--- src/rtl/global_broadcast_unpool.sv ---
// Replays one buffered per-channel vector as a full IMG_WIDTH x IMG_HEIGHT raster stream.
// A two-entry vector buffer lets the next vector load while the current one streams.
module global_broadcast_unpool #(
    parameter int DATA_WIDHT = 32,
    parameter int CHANNELS   = 7,
    parameter int IMG_WIDTH  = 44,
    parameter int IMG_HEIGHT = 44
) (
    input  logic                           clk,
    input  logic                           rst,
    input  logic [DATA_WIDHT*CHANNELS-1:0] Data_In,
    input  logic                           Valid_In,
    output logic                           Ready_Out,
    output logic [DATA_WIDHT*CHANNELS-1:0] Data_Out,
    output logic                           Valid_Out,
    input  logic                           Ready_In,
    output logic                           Row_End_Out,
    output logic                           Last_Out
);
    localparam int VW = DATA_WIDHT * CHANNELS;
    localparam int CW = (IMG_WIDTH  > 1) ? $clog2(IMG_WIDTH)  : 1;
    localparam int RW = (IMG_HEIGHT > 1) ? $clog2(IMG_HEIGHT) : 1;
    localparam logic [CW-1:0] COL_LAST = CW'(IMG_WIDTH - 1);
    localparam logic [RW-1:0] ROW_LAST = RW'(IMG_HEIGHT - 1);

    logic [1:0]    occ_q, occ_d;
    logic          rd_ptr_q, wr_ptr_q;
    logic [CW-1:0] col_q, col_d;
    logic [RW-1:0] row_q, row_d;
    logic [VW-1:0] buf_q [2];

    logic push, pop, row_end, last, retire;

    // Handshake outputs come only from registered state.
    assign Ready_Out   = (occ_q < 2'd2);
    assign Valid_Out   = (occ_q != 2'd0);
    assign Data_Out    = buf_q[rd_ptr_q];
    assign row_end     = (col_q == COL_LAST);
    assign last        = row_end && (row_q == ROW_LAST);
    assign Row_End_Out = Valid_Out && row_end;
    assign Last_Out    = Valid_Out && last;

    assign push   = Valid_In && Ready_Out;
    assign pop    = Valid_Out && Ready_In;
    assign retire = pop && last;

    always_comb begin
        col_d = col_q;
        row_d = row_q;
        occ_d = occ_q;
        if (pop) begin
            if (row_end) begin
                col_d = '0;
                row_d = last ? '0 : row_q + 1'b1;
            end else begin
                col_d = col_q + 1'b1;
            end
        end
        case ({push, retire})
            2'b10:   occ_d = occ_q + 2'd1;
            2'b01:   occ_d = occ_q - 2'd1;
            default: occ_d = occ_q;
        endcase
    end

    always_ff @(posedge clk or negedge rst) begin
        if (!rst) begin
            occ_q    <= '0;
            rd_ptr_q <= 1'b0;
            wr_ptr_q <= 1'b0;
            col_q    <= '0;
            row_q    <= '0;
            for (int i = 0; i < 2; i++) buf_q[i] <= '0;
        end else begin
            occ_q <= occ_d;
            col_q <= col_d;
            row_q <= row_d;
            if (push) begin
                buf_q[wr_ptr_q] <= Data_In;
                wr_ptr_q        <= ~wr_ptr_q;
            end
            if (retire) rd_ptr_q <= ~rd_ptr_q;
        end
    end
endmodule
--- config.mk ---
export PLATFORM = sky130hd
export DESIGN_NAME = global_broadcast_unpool
export DESIGN_NICKNAME = d
export VERILOG_FILES = /design/src/rtl/global_broadcast_unpool.sv
export SDC_FILE = /design/constraint.sdc
export NUM_CORES = 1
export LEC_CHECK = 0
export CAP_MARGIN = 10
export CORE_AREA = 2 2 227 229
export DETAILED_ROUTE_END_ITERATION = 6
export DIE_AREA = 0 0 229 231
export GPL_TIMING_DRIVEN = 1
export PLACE_DENSITY = 0.78
export SYNTH_ARGS = -nofsm -noshare
export SYNTH_HDL_FRONTEND = slang
export SYNTH_SLANG_ARGS = --single-unit
--- constraint.sdc ---
create_clock -name clk -period 4.3 [get_ports clk]
set_input_delay 0.645 -clock clk [delete_from_list [all_inputs] [get_ports clk]]
set_output_delay 0.645 -clock clk [all_outputs]
set_load 0.005 [all_outputs]
==> After elaboration in Yosys (flattened, before gate mapping) <==
Index checks and enable logic that the tools add are counted.
{ "word_totals": {"in_bits": 228, "word_cells": 42, "ff_bits": 464} }
{ "op_classes": {"n_eq_ne": 4, "magnitude_cmp": 4, "muxes": 9, "addsub": 4, "n_reduce_logical": 10, "bitwise": 4} }
{ "ops": {"columns": ["operator", "count"], "rows": [
  ["$mux W224", 4],
  ["$bwmux W448", 1],
  ["$demux W224 S1", 1],
  ["$add A6 B1 Y6 const B", 2],
  ["$eq A6 B6 Y1 const B", 2],
  ["$mux W6", 2],
  ["$logic_and A1 B1 Y1", 7],
  ["$ge A2 B2 Y1 const B", 2],
  ["$not A1 Y2", 2],
  ["$pmux W2 S2", 1],
  ["$reduce_bool A2 Y1", 2],
  ["$add A2 B1 Y2 const B", 1],
  ["$eq A2 B1 Y1 const B", 1],
  ["$eq A2 B2 Y1 const B", 1],
  ["$lt A2 B1 Y1 const B", 1],
  ["$lt A2 B2 Y1 const B", 1],
  ["$not A1 Y1", 2],
  ["$reduce_and A2 Y1", 1],
  ["$sub A2 B1 Y2 const B", 1]
]} }

==> Logic depth before layout (Yosys ltp) <==
Gate-level depths: netlist of run 1.
{ "depth": {"ltp_word": 6, "ltp_mapped": 7, "ltp_nobuf": 7} }

==> Worst setup path before layout of run 1 <==
No wires, ideal clock.
{ "synth_timing": {"path_kind": "flip-flop to output port", "start": "register rd_ptr_q", "end": "output port Data_Out[164]", "slack_ns": 2.366, "path_stages_with_launch": 5, "path_buffers": 3, "required_time_ns": 3.655, "t_arrival_ns": 1.289, "path_cell_list": "dfrtp_1 clkbuf_1 buf_2 buf_2 mux2_2"} }
{ "synth_via": {"elab_chain_cells": 4} }
{ "synth_lines": {"columns": ["element", "line", "rtl"], "rows": [
  ["start: declaration", "27", "logic rd_ptr_q, wr_ptr_q;"],
  ["start signal: assignment", "82", "if (retire) rd_ptr_q <= ~rd_ptr_q;"],
  ["$not A1 Y2 (implied by the code)", "37", "assign Data_Out = buf_q[rd_ptr_q];"],
  ["$mux W224 (implied by the code) (3 in series)", "37", null],
  ["end: declaration", "14", "output logic [DATA_WIDHT*CHANNELS-1:0] Data_Out,"]
]} }
Every way passes these cells. The select of a mux whose other input is x is not followed.

==> Final worst setup path of run 1 <==
{ "layout_timing": {"start": "register rd_ptr_q", "end": "output port Data_Out[147]"} }
Same word-level chain as after synthesis.

==> results.ini, run 1 <==
[status]
run_status = completed

[placement]
port_buffers = 455
place_area_um2 = 25430
dp_cells = 2375
dp_hpwl_um = 32390
routabilityCongestion = 0.7750

[layout]
fillers = 4229
final_cells = 2467
syn2layout_area_growth_pct = 34.80
final_area_um2 = 27000
nets = 1977
utilization = 0.5327
final_layout_size_suffix_gt1_frac = 0.4364

[sta]
maxSlewHeadroom = 0.4189
fin_crit_ps = 3286
finClkSkew_ps = 12.91
final.setup.tns_ps = 0
rsz0062_at_grt = false
finalHoldViolations = 0
tightest_slew_ps = 871.6
period_share = 0.7642
setup_violations = 0
max_freq_ghz = 0.3043
finalMaxSlewViolations = 0

[logic_synthesis]
syn-num-nets = 1512
synthCells = 1281
synth-seq-cells = 464
ys.flop_type = dfrtp_1
synth_cell_types = 32
async_flop_share = 1.000
synth_area_um2 = 20030
synthTopCellsByArea = dfrtp_1 (58%), mux2_2 (37%), buf_2 (1.3%), buf_4 (0.67%), mux2_1 (0.51%)
yosysWarnings = 0
synth_top_area_frac = 0.5797
netlist.top_cell.by_area = dfrtp_1
avgSynthCellArea_um2 = 15.63
seq_area_frac_synth = 0.5797
synth_edf_count = 0

[floorplanning]
start_util = 0.3952
io_pins = 456
placementRows = 83
fp.dieW_um = 229
core_area_um2 = 50680
die-area_um2 = 52900
die_h_um = 231

[setup_path]
rr_startpoint = occ_q[1]
reg2reg_to = buf_q[287]
cp_max_fo = 81
r2r_cells = 6
crit_type = reg -> out
critPathArrivalTime_ps = 2640
critPathRequiredTime_ps = 3650
endpoint_kind = output port
rrSetupSlack_ps = 2120
critPathLaunchType = register
crit_path_start = rd_ptr_q

[run]
drv_cap = 0

[clock_network]
cts_max_level = 2
cts_hold_buf = 0
post_cts_resized = 0
clock_latency_ps = 580
cts_made_buffers = 49
cts_tree = done
clockBufferDepth = 3
clock-sinks = 464
cts_setup_buffers = 0
clk_pin_slew_ps = 60
clock-root-buffer = clkbuf_16

[grt]
grt.overflow.total = 0
antenna_found_initial = 2
grt_max_degree = 108
grt_first_pass_wirelength_um = 74980
grt_pass1_vias = 13770
grt.total_usage = 0.1765

[detailed_routing]
via_count = 12230
wl_um = 46930
post_drt_wl_per_cell_um = 19.02
dr.pass1.iters = 4
dr.first_iter.drc_count = 409
drcViolationCount = 0
final_antenna_net_count = 0
avgViaCountPerCell = 4.957

[power_and_ir_drop]
p_leak_nw = 13.07
ir_drop_uv = 300.9
power.density_nw_per_um2 = 329.1
p_total_w = 0.008884

[hold_path]
hold_path_class = in -> async

==> final cells by class <==
| class | count | area [um^2] | share of cell area |
|---|---|---|---|
| flip-flops and latches | 464 | 11610 | 0.4302 |
| multi-input cells | 741 | 8004 | 0.2965 |
| repair buffers | 487 | 4950 | 0.1833 |
| clock buffers | 75 | 1444 | 0.05348 |
| well taps | 680 | 850.8 | 0.03152 |
| clock inverters | 15 | 117.6 | 0.004357 |
| inverters | 3 | 11.26 | 0.0004171 |
| diodes | 2 | 5.005 | 0.0001854 |
==> worst max path at each step <==
stage,end,slack [ps],cells past startpoint
2_1_floorplan,Data_Out[164],2370,4
3_3_place_gp,buf_q[102],1460,4
3_5_place_dp,buf_q[303],1440,6
4_1_cts,Data_Out[77],980,3
5_1_grt,Data_Out[77],890,3
6_report,Data_Out[147],1010,3
==> synthesized netlist by cell type, types with 3 or more instances <==
cell / n
and3_1: 4
buf_2: 54
buf_4: 18
dfrtp_1: 464
ha_1: 3
mux2_1: 9
mux2_2: 664
nand2_1: 11
nand3_1: 7
nor2_1: 6
o21ai_0: 9
xnor2_1: 5
==> flip-flops by register name, summed over array words and instances (netlist names) <==
signal    flops
occ_q         2
rd_ptr_q      1
row_q         6
buf_q       448
col_q         6
wr_ptr_q      1
==> through the flow <==
stage / hold WS, ps / worst slack, ps
floorplan: 349.4 / 2366
global placement: 465.8 / 1462
detailed placement: 475.5 / 1444
CTS: 156.7 / 980.2
global route: 207.4 / 893.5
finish: 164.6 / 1014
==> critical path: stages, from the launching register on <==
cell             delay, ps
dfrtp_4                640
buf_12                 380
mux2_2                 400
clkdlybuf4s50_1        500
==> logic make-up (layout without fill, tap and decap cells) <==
family                     after synthesis  count (layout)  share of synthesized area
AOI/OAI and AO/OA                       14              14                   0.003873
xor gates and xnor gates                 7               7                   0.003061
adders and majority gates                3               3                   0.001874
buffers and inverters                   76             580                    0.02099
DFF                                    464             464                     0.5797
muxes                                  674             674                     0.3789
other                                    0               2                          0
and+or+nand+nor                         43              43                    0.01156
==> report_power, final <==
group | leakage (nW) | switching, W | total (W) | internal (W)
Clock | 0.771 | 0.00173 | 0.00405 | 0.00233
Combinational | 5.84 | 0.000179 | 0.000405 | 0.000226
Sequential | 6.46 | 0.0000305 | 0.00442 | 0.00439
==> metal layers <==
metal	up-vias	track usage	part of all wire
met2	361	0.2971	0.49
met4	0	0.06412	0.033
li1	5533	-	-
met1	6245	0.2089	0.40
met5	-	0	0
met3	89	0.06164	0.076
==> placed cells by master (no fill, tap or decap), types with 2 or more instances in the layout <==
cell type	count
a21o_1	2
buf_4	20
mux2_2	664
xnor2_1	5
o21ai_0	9
clkbuf_8	12
nand2_1	11
nand4_1	2
mux2_1	9
clkinv_8	2
clkinv_4	2
nor3_1	2
nand3_1	7
diode_2	2
dfrtp_1	463
inv_1	2
clkbuf_16	49
ha_1	3
xor2_1	2
clkdlybuf4s50_1	454
a21oi_1	2
clkinv_2	8
and2_1	2
clkbuf_1	14
and3_1	4
nor2_1	6
buf_12	12
Note: power is estimated with default switching activity, not from simulation.
==> run 2, diff against run 1 <==
PLACE_DENSITY = 0.8   (was 0.78)
clock period = 2.8 ns   (was 4.3 ns; I/O delays follow)
==> results.ini, run 2 (synthesized netlist as in run 1, its figures left out) <==
[clock_network]
clock-sinks = 464  ; unchanged
cts_tree = done
clock_latency_ps = 590  ; about the same
clock-root-buffer = clkbuf_16
clk_pin_slew_ps = 60  ; about the same
cts_max_level = 2  ; unchanged
clockBufferDepth = 3  ; unchanged
cts_made_buffers = 51  ; +4.1%

[sta]
max_freq_ghz = 0.3632
maxSlewHeadroom = 0.5697  ; +0.1508
finClkSkew_ps = 21.57  ; +8.661 ps
finalHoldViolations = 0  ; unchanged
finalWorstSetupSlack_ps = 46.83  ; -967.1 ps
period_share = 0.9833
tightest_slew_ps = 645.5  ; -226.1 ps
fin_crit_ps = 2753
setup_violations = 0  ; unchanged
rsz0062_at_grt = true
finalMaxSlewViolations = 0  ; unchanged

[grt]
grt_pass1_vias = 13840  ; +0.54%
antenna_found_initial = 2  ; unchanged
grt.overflow.total = 0  ; unchanged
grt_max_degree = 82  ; -24%
grt_first_pass_wirelength_um = 77200  ; +3.0%
grt.total_usage = 0.1830  ; +0.006497

[floorplanning]
fp.dieW_um = 229  ; unchanged
start_util = 0.3952  ; unchanged
die_h_um = 231  ; unchanged
core_area_um2 = 50680  ; unchanged
io_pins = 456  ; unchanged
die-area_um2 = 52900  ; unchanged
placementRows = 83  ; unchanged

[detailed_routing]
dr.first_iter.drc_count = 415  ; +1.5%
final_antenna_net_count = 0  ; unchanged
dr.pass1.iters = 4  ; unchanged
avgViaCountPerCell = 4.991  ; +0.69%
wl_um = 50720  ; +8.1%
via_count = 12510  ; +2.3%
post_drt_wl_per_cell_um = 20.23  ; +6.4%
drcViolationCount = 0  ; unchanged

[setup_path]
slowest_stage = dfrtp_4
critPathLaunchType = register
crit_type = reg -> out
path_buf_inv = 2  ; unchanged
critPathArrivalTime_ps = 2330  ; -310 ps
crit_chain = buf_12 > mux2_2 > clkdlybuf4s50_1
cp_max_fo = 54  ; -33%
endpoint_kind = output port
cp_top_family = buffers and inverters
critPathMaxStageDelay_ps = 490  ; -150 ps
critPathRequiredTime_ps = 2380  ; -1270 ps

[power_and_ir_drop]
p_leak_nw = 13.51  ; +3.4%
power.density_nw_per_um2 = 511.4  ; +55%
ir_drop_uv = 385.1  ; +28%

[run]
drv_cap = 0  ; unchanged

[layout]
largest_reg_flops = 448  ; unchanged
syn2layout_area_growth_pct = 38.12
most-common-layout-cells = mux2_2 (664), dfrtp_1 (463), clkdlybuf4s50_1 (447)
final_area_um2 = 27660  ; +2.5%
layout_commonest_cell = mux2_2
final_layout_size_suffix_gt1_frac = 0.4493  ; +0.01290
nets = 2017  ; +2.0%
largest_register = buf_q
top_regs = buf_q (448), col_q (6), row_q (6)

[placement]
routabilityCongestion = 0.8110  ; +4.6%
port_buffers = 455  ; unchanged
dp_hpwl_um = 34070  ; +5.2%
place_area_um2 = 25660  ; +0.89%
pre_cts_slack_ps = 504.0  ; -940.2 ps

[status]
run_status = completed

[hold_path]
hold_path_class = in -> async

[run 2: cell types whose count changed in the layout (fill, tap and decap cells not counted), moves of 2 or more]
cell,previous run,this run
buf_6,0,3
inv_16,0,2
clkinv_8,2,0
buf_4,20,40
clkbuf_16,49,57
clkdlybuf4s50_1,454,447
dlymetal6s2s_1,0,6
buf_16,0,4
buf_12,12,15
bufinv_16,0,3
[run 2: final cells by class]
cell class                      instances  area (um^2)
Antenna cell                            2        5.005
Tap cell                              680        850.8
Clock inverter                         16        200.2
Fill cell                            4081        23020
Timing Repair Buffer                  525         5493
Inverter                                3        11.26
Clock buffer                           76         1480
Sequential cell                       464        11610
Multi-Input combinational cell        741         8008
[run 2: timing repair]
item / in CTS / in global routing
hold buffers: 1 / 0
buffers inserted: 0 / 8
gates resized for setup: 2 / 13
setup endpoints to repair: 140 / 144
hold endpoints to repair: 56 / 0
gates cloned: 0 / 9
[run 2: worst register-to-register path, stage by stage, from the launching register on]
cell     delay (ps)
dfrtp_1         400
ha_1            240
nand4_1         220
nor3_1          440
ha_1            340
nor2_1          140
xnor2_1         130
[run 2: per-stage QoR]
stage          hold WS, ps  instances  utilization  total power (W)  setup TNS [ps]
6_report             451.9       2507       0.5458          0.01415               0
3_3_place_gp         454.7       2395       0.5062         0.007538               0
5_1_grt              438.1       2507       0.5458          0.01465          -70.98
4_1_cts              408.1       2488       0.5396          0.01432           -5828
2_1_floorplan        124.4       1281            -         0.006996               0
3_5_place_dp         453.9       2395       0.5062         0.007572               0
[run 2: layer usage]
| metal | vias up | part of all wire | global-route usage |
|---|---|---|---|
| met5 | - | 0 | 0 |
| met4 | 0 | 0.026 | 0.05804 |
| met3 | 85 | 0.068 | 0.05768 |
| met2 | 354 | 0.52 | 0.3223 |
| met1 | 6446 | 0.39 | 0.2118 |
| li1 | 5627 | - | - |
[run 2: final timing paths]
| path | slack (ps) | start | depth (start not counted) | endpoint |
|---|---|---|---|---|
| hold reg to reg | 480 | buf_q[253] | 1 | buf_q[253] |
| setup reg to reg | 830 | row_q[0] | 6 | occ_q[1] |
| min in group clk | 450 | Data_In[31] | 2 | buf_q[255] |
| hold / removal | 450 | rst | 2 | buf_q[64] |
| setup / recovery | 50 | rd_ptr_q | 3 | Data_Out[104] |
| max in group asynchronous | 1470 | rst | 4 | buf_q[224] |
[run 2: where the power goes]
| part | switching [W] | internal (W) | total, W |
|---|---|---|---|
| clock network | 0.00273 | 0.00395 | 0.00668 |
| registers | 0.0000546 | 0.00675 | 0.00680 |
| logic | 0.000296 | 0.000361 | 0.000658 |
==> run 3, diff against run 2 <==
TNS_END_PERCENT = 10   (was unset)
==> results.ini, run 3 (synthesized netlist as in run 1, its figures left out) <==
[status]
run_status = completed

[power_and_ir_drop]
switching_share = 0.2176  ; -0.0004378
power_frac_seq = 0.481  ; about the same
p_clk_frac = 0.472  ; about the same
ir_drop_uv = 388.1  ; +0.78%
p_int_w = 0.01106  ; about the same
power.density_nw_per_um2 = 511.6  ; about the same
p_comb_frac = 0.047  ; about the same
p_leak_nw = 13.41  ; -0.78%
p_sw_w = 0.003077  ; -0.26%
p_total_w = 0.01414  ; about the same

[setup_path]
cp_top_family = buffers and inverters
crit_path_start = rd_ptr_q
crit_type = reg -> out
critPathLaunchType = register
critPathArrivalTime_ps = 2330  ; about the same
endpoint_kind = output port
cp_max_fo = 54  ; unchanged
critPathRequiredTime_ps = 2380  ; about the same
slowest_stage = dfrtp_4
crit_chain = buf_12 > mux2_2 > clkdlybuf4s50_1
rr_startpoint = row_q[0]
path_buf_inv = 2  ; unchanged
critPathMaxStageDelay_ps = 490  ; about the same

[grt]
grt_first_pass_wirelength_um = 77180  ; about the same
grt.overflow.total = 0  ; unchanged
antenna_found_initial = 2  ; unchanged
grt_max_degree = 82  ; unchanged
grt.total_usage = 0.1830  ; unchanged
grt_pass1_vias = 13850  ; +0.022%

[clock_network]
clock-sinks = 464  ; unchanged
cts_tree = done
clock_latency_ps = 590  ; about the same
clock-root-buffer = clkbuf_16
cts_made_buffers = 51  ; unchanged
clockBufferDepth = 3  ; unchanged
clk_pin_slew_ps = 60  ; about the same
cts_max_level = 2  ; unchanged

[detailed_routing]
post_drt_wl_per_cell_um = 20.12  ; -0.58%
avgViaCountPerCell = 4.996  ; +0.11%
wl_um = 50390  ; -0.66%
via_count = 12520  ; +0.032%
dr.first_iter.drc_count = 422  ; +1.7%
drcViolationCount = 0  ; unchanged
final_antenna_net_count = 0  ; unchanged
dr.pass1.iters = 4  ; unchanged

[run]
drv_cap = 0  ; unchanged

[sta]
finClkSkew_ps = 21.16  ; -0.4066 ps
setup_violations = 0  ; unchanged
maxSlewHeadroom = 0.5720  ; +0.002355
tightest_slew_ps = 642.0  ; -3.532 ps
final.setup.tns_ps = 0  ; unchanged
max_freq_ghz = 0.3631  ; about the same
finalMaxSlewViolations = 0  ; unchanged
period_share = 0.9837  ; about the same
finalHoldViolations = 0  ; unchanged
fin_crit_ps = 2754  ; +1.060 ps
rsz0062_at_grt = true

[layout]
final_area_um2 = 27630  ; -0.11%
fillers = 4080  ; -0.025%
final_layout_size_suffix_gt1_frac = 0.4487  ; -0.0006042
largest_reg_flops = 448  ; unchanged
layout_commonest_cell = mux2_2
syn2layout_area_growth_pct = 37.96
most-common-layout-cells = mux2_2 (663), dfrtp_1 (463), clkdlybuf4s50_1 (452)
largest_register = buf_q
top_regs = buf_q (448), col_q (6), row_q (6)
nets = 2015  ; -0.099%

[floorplanning]
io_pins = 456  ; unchanged
die_h_um = 231  ; unchanged
die-area_um2 = 52900  ; unchanged
fp.dieW_um = 229  ; unchanged
placementRows = 83  ; unchanged
core_area_um2 = 50680  ; unchanged
start_util = 0.3952  ; unchanged

[hold_path]
hold_path_class = in -> async

[placement]
port_buffers = 455  ; unchanged
dp_hpwl_um = 34070  ; unchanged
routabilityCongestion = 0.8110  ; unchanged
place_area_um2 = 25660  ; unchanged

run 3: routing by layer:
layer	routed length [um]	track usage	up-vias
met1	19700	0.2125	6446
met5	0	0	-
met2	25850	0.3221	364
met4	1335	0.05804	0
li1	-	-	5623
met3	3504	0.05694	83
run 3: power by group through the flow:
stage / Combinational [W] / Clock (W) / Sequential, W
global placement: 0.000627 / 0 / 0.00691
floorplan: 0.0000907 / 0 / 0.00691
detailed placement: 0.000654 / 0 / 0.00692
global route: 0.000726 / 0.00712 / 0.00680
CTS: 0.000669 / 0.00685 / 0.00680
finish: 0.000658 / 0.00668 / 0.00680
run 3: final timing paths:
| kind | to | depth (start not counted) | slack, ps |
|---|---|---|---|
| max | Data_Out[104] | 3 | 50 |
| min | buf_q[64] | 2 | 450 |
| max reg2reg | occ_q[1] | 6 | 820 |
| min reg2reg | buf_q[253] | 1 | 480 |
| max in group asynchronous | buf_q[224] | 4 | 1470 |
| min in group clk | buf_q[255] | 2 | 450 |
run 3: cell type report:
cell class | count | area, um^2 | area share
Timing Repair Buffer | 523 | 5458 | 0.1975
Clock buffer | 76 | 1480 | 0.05357
Inverter | 3 | 11.26 | 0.0004075
Antenna cell | 2 | 5.005 | 0.0001811
Sequential cell | 464 | 11610 | 0.4203
Clock inverter | 16 | 200.2 | 0.007245
Multi-Input combinational cell | 741 | 8011 | 0.2899
Tap cell | 680 | 850.8 | 0.03079
run 3: worst reg2reg max path: stages (launching register included):
cell	delay, ps
dfrtp_1	390
ha_1	240
nand4_1	220
nor3_1	440
ha_1	340
nor2_1	140
xnor2_1	130
run 3: repair_timing:
action / CTS / global route
hold buffers: 1 / 0
hold endpoints to repair: 56 / 0
pin swaps: 0 / 0
gates cloned: 0 / 7
setup endpoints to repair: 140 / 144
buffers inserted: 0 / 8
resized for setup: 2 / 9
run 3: per-stage QoR:
step,hold slack [ps],util,cells,worst slack (ps)
after floorplan,124.4,-,1281,1091
after global placement,454.7,0.5062,2395,527.9
after detailed placement,453.9,0.5062,2395,504.0
after CTS,408.1,0.5396,2488,-80.62
after global routing,438.1,0.5452,2505,-25.11
final,453.5,0.5452,2505,45.77
